<file path="config.mk">
export PLATFORM = sky130hd
export DESIGN_NAME = draw_background_bands
export DESIGN_NICKNAME = d
export VERILOG_FILES = /design/src/rtl/draw_background_bands.sv
export SDC_FILE = /design/constraint.sdc
export NUM_CORES = 1
export LEC_CHECK = 0
export CAP_MARGIN = 15
export CORE_MARGIN = 4
export CORE_UTILIZATION = 43
export CTS_BUF_LIST = sky130_fd_sc_hd__clkbuf_16
export CTS_CLUSTER_SIZE = 16
export DETAILED_ROUTE_END_ITERATION = 10
export PLACE_DENSITY = 0.6
export SLEW_MARGIN = 30
export SYNTH_ARGS = -nofsm -noshare
export SYNTH_HDL_FRONTEND = slang
export SYNTH_SLANG_ARGS = --single-unit
</file>
<file path="constraint.sdc">
create_clock -name pclk -period 2.7 [get_ports pclk]
set_input_delay 0.405 -clock pclk [delete_from_list [all_inputs] [get_ports pclk]]
set_output_delay 0.405 -clock pclk [all_outputs]
set_load 0.05 [all_outputs]
</file>
<file path="src/rtl/draw_background_bands.sv">
// draw_background_bands: horizontal band background from a shadow table committed on each vblank rising edge.
// Optional vertical scroll when BG_SCROLL_EN is defined.
module draw_background_bands #(
  parameter int N_BANDS = 12,
  parameter int COLOR_W = 12,
  parameter int V_ACTIVE = 768,
  parameter logic [COLOR_W-1:0] FILL_COLOR = 'hEC9,
  parameter int SCROLL_STEP = 1
) (
  input  logic                       pclk,
  input  logic                       rst,
  input  logic [10:0]                hcount_in,
  input  logic                       hsync_in,
  input  logic                       hblnk_in,
  input  logic [10:0]                vcount_in,
  input  logic                       vsync_in,
  input  logic                       vblnk_in,
  input  logic                       cfg_we,
  input  logic [$clog2(N_BANDS)-1:0] cfg_addr,
  input  logic [10:0]                cfg_yend,
  input  logic [COLOR_W-1:0]         cfg_color,
  output logic                       cfg_pending,
  output logic [10:0]                hcount_out,
  output logic                       hs_out,
  output logic                       hblnk_out,
  output logic [10:0]                vcount_out,
  output logic                       vs_out,
  output logic                       vblnk_out,
  output logic [COLOR_W-1:0]         rgb_out
);
  localparam int AW = $clog2(N_BANDS);
  logic [10:0] sh_yend [N_BANDS];
  logic [10:0] ac_yend [N_BANDS];
  logic [COLOR_W-1:0] sh_col [N_BANDS];
  logic [COLOR_W-1:0] ac_col [N_BANDS];
  logic vblnk_prev, wr_ok, commit;
  logic [10:0] y;
  logic [AW-1:0] idx, idx1;
  logic hit, hit1, v1;
  logic [10:0] hc1, vc1;
  logic hs1, hb1, vs1, vb1;

  assign wr_ok = cfg_we && ({1'b0, cfg_addr} < (AW+1)'(N_BANDS));
  assign commit = vblnk_in & ~vblnk_prev;

  // A write on the commit edge lands in the shadow only, so pending stays set.
  always_ff @(posedge pclk)
    if (rst) begin
      vblnk_prev <= 1'b0;
      cfg_pending <= 1'b0;
      for (int i = 0; i < N_BANDS; i++) begin
        sh_yend[i] <= 11'((i + 1) * (V_ACTIVE / N_BANDS) - 1);
        ac_yend[i] <= 11'((i + 1) * (V_ACTIVE / N_BANDS) - 1);
        sh_col[i] <= '0;
        ac_col[i] <= '0;
      end
    end else begin
      vblnk_prev <= vblnk_in;
      if (commit) begin
        ac_yend <= sh_yend;
        ac_col <= sh_col;
      end
      if (wr_ok) begin
        sh_yend[cfg_addr] <= cfg_yend;
        sh_col[cfg_addr] <= cfg_color;
      end
      cfg_pending <= wr_ok ? 1'b1 : commit ? 1'b0 : cfg_pending;
    end

`ifdef BG_SCROLL_EN
  logic [9:0] offset, off_sum;
  logic vsync_prev;
  logic [11:0] y_sum;
  assign off_sum = offset + 10'(SCROLL_STEP);
  assign y_sum = {1'b0, vcount_in} + {2'b0, offset};
  assign y = 11'(y_sum >= 12'(V_ACTIVE) ? y_sum - 12'(V_ACTIVE) : y_sum);
  always_ff @(posedge pclk)
    if (rst) begin
      offset <= '0;
      vsync_prev <= 1'b0;
    end else begin
      vsync_prev <= vsync_in;
      if (vsync_in & ~vsync_prev)
        offset <= off_sum >= 10'(V_ACTIVE) ? off_sum - 10'(V_ACTIVE) : off_sum;
    end
`else
  assign y = vcount_in;
`endif

  always_comb begin
    idx = '0;
    hit = 1'b0;
    for (int i = N_BANDS - 1; i >= 0; i--)
      if (y <= ac_yend[i]) begin
        idx = AW'(i);
        hit = 1'b1;
      end
  end

  // v1 keeps rgb_out at 0 until the first post-reset pixel reaches stage 2.
  always_ff @(posedge pclk)
    if (rst) begin
      {hc1, hs1, hb1, vc1, vs1, vb1, idx1, hit1, v1} <= '0;
      {hcount_out, hs_out, hblnk_out, vcount_out, vs_out, vblnk_out} <= '0;
      rgb_out <= '0;
    end else begin
      {hc1, hs1, hb1, vc1, vs1, vb1} <= {hcount_in, hsync_in, hblnk_in, vcount_in, vsync_in, vblnk_in};
      idx1 <= idx;
      hit1 <= hit;
      v1 <= 1'b1;
      {hcount_out, hs_out, hblnk_out, vcount_out, vs_out, vblnk_out} <= {hc1, hs1, hb1, vc1, vs1, vb1};
      rgb_out <= (!v1 || hb1 || vb1) ? '0 : hit1 ? ac_col[idx1] : FILL_COLOR;
    end
endmodule
</file>
Word-level counts from Yosys, hierarchy flattened. Cells that the tools add are included. Widths: inputs -> output; s select.

$lt $le $gt $ge: 16. Bitwise logic cells: 5. Muxes and demuxes: 36. Reduce and logical (&&, ||, !) cells: 12.

Operators by type and width (number): $bwmux 144 (1); $bwmux 132 (1); $le 11x11->1 (12); $bmux 12 s4 (1); $demux 12 s4 (1); $mux 12 (4); $demux 11 s4 (1); $mux 1 (16); $mux 4 (4); $mux 3 (4); $mux 11 (1); $ge 5x5->1 const B (2); $not 4->5 (2); $reduce_or 9->1 (1); $reduce_or 3->1 (2); $lt 5x1->1 const B (1); $reduce_or 5->1 (1); $lt 4x4->1 const B (1); $mux 2 (2); $reduce_or 2->1 (2); $logic_and 1x1->1 (2); $logic_or 1x1->1 (2); $not 1->1 (2); $reduce_bool 2->1 (1); other kinds (2) (2).

Output and inout port bits: 39. Flip-flop bits (word level): 623. Logic and storage cells: 138.

Depth between registers and ports, before layout. Gate-level depths: netlist of the first run.

Word-level depth: 13. Gate-level depth with buffers: 9. Gate-level depth less buffers: 9.

Worst setup path after synthesis of the first run. Ideal clock, no wire load.

Path kind: input-to-reg. Start point: input port vcount_in[0]. End point: register idx1[0]. Data required time: 2.578 ns. Cell stages on the path: 9. Path slack: 0.555 ns. Arrival: 2.023 ns. Cell sequence: inv_1 -> ha_1 -> nand3b_1 -> a211oi_2 -> o21bai_1 -> a21o_1 -> a221oi_2 -> o221ai_1 -> o311a_1.

Longest elaborated chain between the ends: 12. Elaborated cells on any way between the ends: 24. Those cells by class: 12 x order compare; 11 x mux; 1 x reduce/logical.

RTL lines: start: declaration (line 15) `input logic [10:0] vcount_in,`; $le 11x11->1 (line 94) `if (y <= ac_yend[i]) begin`; $mux 4 (4 in a row) (line 94); $mux 3 (4 in a row) (line 94); $mux 2 (2 in a row) (line 94); $mux 1 (line 94); end signal: assignment (line 108) `idx1 <= idx;`; end: declaration (line 38) `logic [AW-1:0] idx, idx1;`.

Parallel ways exist; a longest one is shown, timed or not. A chain may end at the register's enable or synchronous reset.

Final worst setup path of the first run.
Start point: input port vcount_in[10]. End point: register idx1[0].

Same word-level chain as after synthesis.

==> flow_summary.yaml, run 1 <==
routing:
  top_layer: "met4"
  viasPerCell: 5.37
  ant_nets: 0
  vias: 21196
  drc: 0
  wl_met1_mm: 34.0
  wl_met2_mm: 34.1
  routedWlPerCell_um: 19.3
  drt-total-wl_mm: 76.2
  drt-initial-drc-count: 1665
  met3WireLength_mm: 5.11
  firstDrtPassIters: 8
clocking:
  numClockSinks: 623
  clk_latency_ns: 0.60
  cts-resized-gates: 0
  numCtsBuffers: 67
  clk_transition_reported_paths_ns: 0.06
  post_cts.repair.setup_buffers: 0
  clockBufferDepth: 3
  ctsHoldBuffers: 0
  cts_tree: "yes"
  htreeDepth: 3
  cts_root_buf: "clkbuf_16"
floorplanning:
  fp.dieW_um: 250
  chipHeight_um: 250
  ioPinCount: 95
  design.die.area_um2: 62700
  start_util_pct: 43.6
  rows: 88
  fp.coreArea_um2: 57900
placed_design:
  io_buffers: 94
  dp_slack_ns: -0.251
  gp_congestion: 0.915
  dpl.hpwl_mm: 48.4
timing:
  worst_slew_pin_slew_ns: 1.15
  period_share_pct: 86.3
  slew_violations: 0
  slew_headroom_pct: 23.4
  setup_ws_ns: 0.371
  fmax_ghz: 0.429
  min_period_ns: 2.33
  setup_violations: 0
  grt_setup_unrepaired: "false"
  finalClockSkew_ns: 0.0210
  hold_viol: 0
cells_and_area:
  utilization_pct: 51.4
  drive_above_1_share_pct: 8.27
  area_growth_pct: 17.8
  antenna_cells: 0
  fin_nets: 3324
yosys:
  synth-edff-count: 0
  netlist.top_cell.by_area: "dfxtp_1"
  synthArstFlopShare_pct: 0
  syn_inst: 3080
  yosysWarnings: 0
  netlist.area_leader.share_pct: 49.3
  synth_nets: 3268
  yosys-top-cells-area: "dfxtp_1 49%, nand2_1 16%, a21oi_1 8.3%, ha_1 6.5%, mux4_2 3.2%"
  yosysUniqueCellTypes: 55
  synthFlopType: "dfxtp_1"
  netlist_area_um2: 25300
  avgSynthCellArea_um2: 8.21
  ys_ff_latch: 623
  ys_seq_area_share_pct: 49.3
worst_setup_path:
  reg2reg_from: "ac_yend[30]"
  cpPeakStageDelay_ns: 0.45
  critPathCaptureType: "flop"
  cp-start-kind: "input port"
  crit_path_max_fanout: 7
  critPathLaunch: "vcount_in[10]"
  reg2reg_slack_ns: 0.48
  required_ns: 3.24
  worstSetupPathType: "input port to flop"
  cp_data_arrival_time_ns: 2.87
  crit_chain: "clkdlybuf4s50_1, buf_12, buf_12, ha_1, nand2_1, o21ai_0, nor3_1, nor3_1, buf_4, nand3_1, o221ai_1, o311a_1"
  cpMaxStageDelayCell: "clkdlybuf4s50_1"
run:
  cap_violations: 0
power:
  power_density_nw_per_um2: 679
  ir_drop_mv: 0.425
  p_leak_nw: 11.8
global_route:
  grt.overflow.total: 0
  grt_pass1_vias: 20198
  grt_usage_pct: 23.8
  grt_max_degree: 210
  grt_antenna_before_repair: 0
  grt_first_pass_wirelength_mm: 117
outcome:
  outcome: "complete, no violations"
worst_hold_path:
  worstHoldStart: "rst"
  hold_path.class: "input port to flop"
metrics by stage:
step           TNS [ns]  power [mW]  cells  cell area [µm²]  hold slack [ns]
2_1_floorplan         0        10.8   3080            25300            0.414
3_3_place_gp     -0.677        11.5   3832            27700            0.418
3_5_place_dp     -0.890        11.5   3832            27700            0.423
4_1_cts               0        20.4   3947            29800            0.132
5_1_grt               0        21.0   3947            29800            0.148
6_report              0        20.2   3947            29800            0.155
cell type report:
cell class,count,area [µm²]
inverter,131,494
clock buffer,67,1680
clock inverter,48,409
fill,5481,28100
tap,765,957
sequential,623,12500
multi-input combinational,2111,11500
timing repair buffer,202,2230
final timing paths:
path                                      end  depth (start not counted)
worst max register to register           hit1                          9
worst min register to register     ac_col[33]                          2
worst max-delay path                  idx1[0]                         12
worst min-delay path            hcount_out[8]                          2
metal layers:
layer  global-route usage (%)  vias to the layer above
li1                         -                    10308
met1                     32.5                    10061
met2                     37.3                      686
met3                     4.26                      141
met4                     10.2                        0
met5                        0                        -
cells in the final DEF (no fill, tap or decap), drive strengths merged, types with 11 or more instances in the layout:
cell              n
clkdlybuf4s50    93
mux2i            12
a21oi           418
inv             152
nand3           121
buf             109
mux4             36
clkbuf           67
nor2b            62
ha              132
nor3             15
nand4            18
a21o             13
nand2          1053
dfxtp           623
nor2             44
clkinv           19
o21ai            22
o211ai           83
o21a             11
where the power goes:
part	internal, mW	switching (mW)
clock	5.11	3.74
combinational	0.666	1.19
sequential	9.41	0.0850
registers in the layout, summed over array words and instances (netlist names), 4 cells and up:
register    cells
hc1            11
sh_col        144
vc1            11
vcount_out     11
sh_yend       132
idx1            4
hcount_out     11
ac_yend       132
rgb_out        12
ac_col        144
cells by family after synthesis:
logic type / count (synthesis) / share of synthesized area [%]
AND/OR/NAND/NOR: 1344 / 21.9
flip-flops: 623 / 49.3
AO/OA/AOI/OAI: 587 / 13.3
buffers and inverters: 346 / 5.25
adder cells (fa/ha/maj): 132 / 6.53
multiplexers: 48 / 3.68
cell usage after synthesis, types with 13 or more instances:
cell type and count:
a21o_1 13, a21oi_1 418, buf_2 16, clkbuf_1 187
dfxtp_1 623, ha_1 132, inv_1 130, mux4_2 36
nand2_1 1053, nand3_1 120, nand4_1 18, nor2_1 44
nor2b_1 62, nor3_1 14, o211ai_1 83, o21ai_0 18
critical path, delay by kind of cell:
family,cells,cell delay (ns)
and+or+nand+nor,4,0.59
AOI/OAI and AO/OA,3,0.61
adders and majority gates,1,0.31
buffers and inverters,4,0.94
(Power assumes the default switching activity.)
==> run 2, diff against run 1 <==
--- a/config.mk
+++ b/config.mk
@@ -5,7 +5,6 @@
 export SDC_FILE = /design/constraint.sdc
 export NUM_CORES = 1
 export LEC_CHECK = 0
-export CAP_MARGIN = 15
 export CORE_MARGIN = 4
 export CORE_UTILIZATION = 43
 export CTS_BUF_LIST = sky130_fd_sc_hd__clkbuf_16
==> results of run 2 <==
Final layout, timing and power as in run 1 (identical DEF).
==> run 3, diff against run 2 <==
--- a/config.mk
+++ b/config.mk
@@ -15,3 +15,4 @@
 export SYNTH_ARGS = -nofsm -noshare
 export SYNTH_HDL_FRONTEND = slang
 export SYNTH_SLANG_ARGS = --single-unit
+export TNS_END_PERCENT = 100
==> results of run 3 <==
Final layout, timing and power as in run 1 (identical DEF).
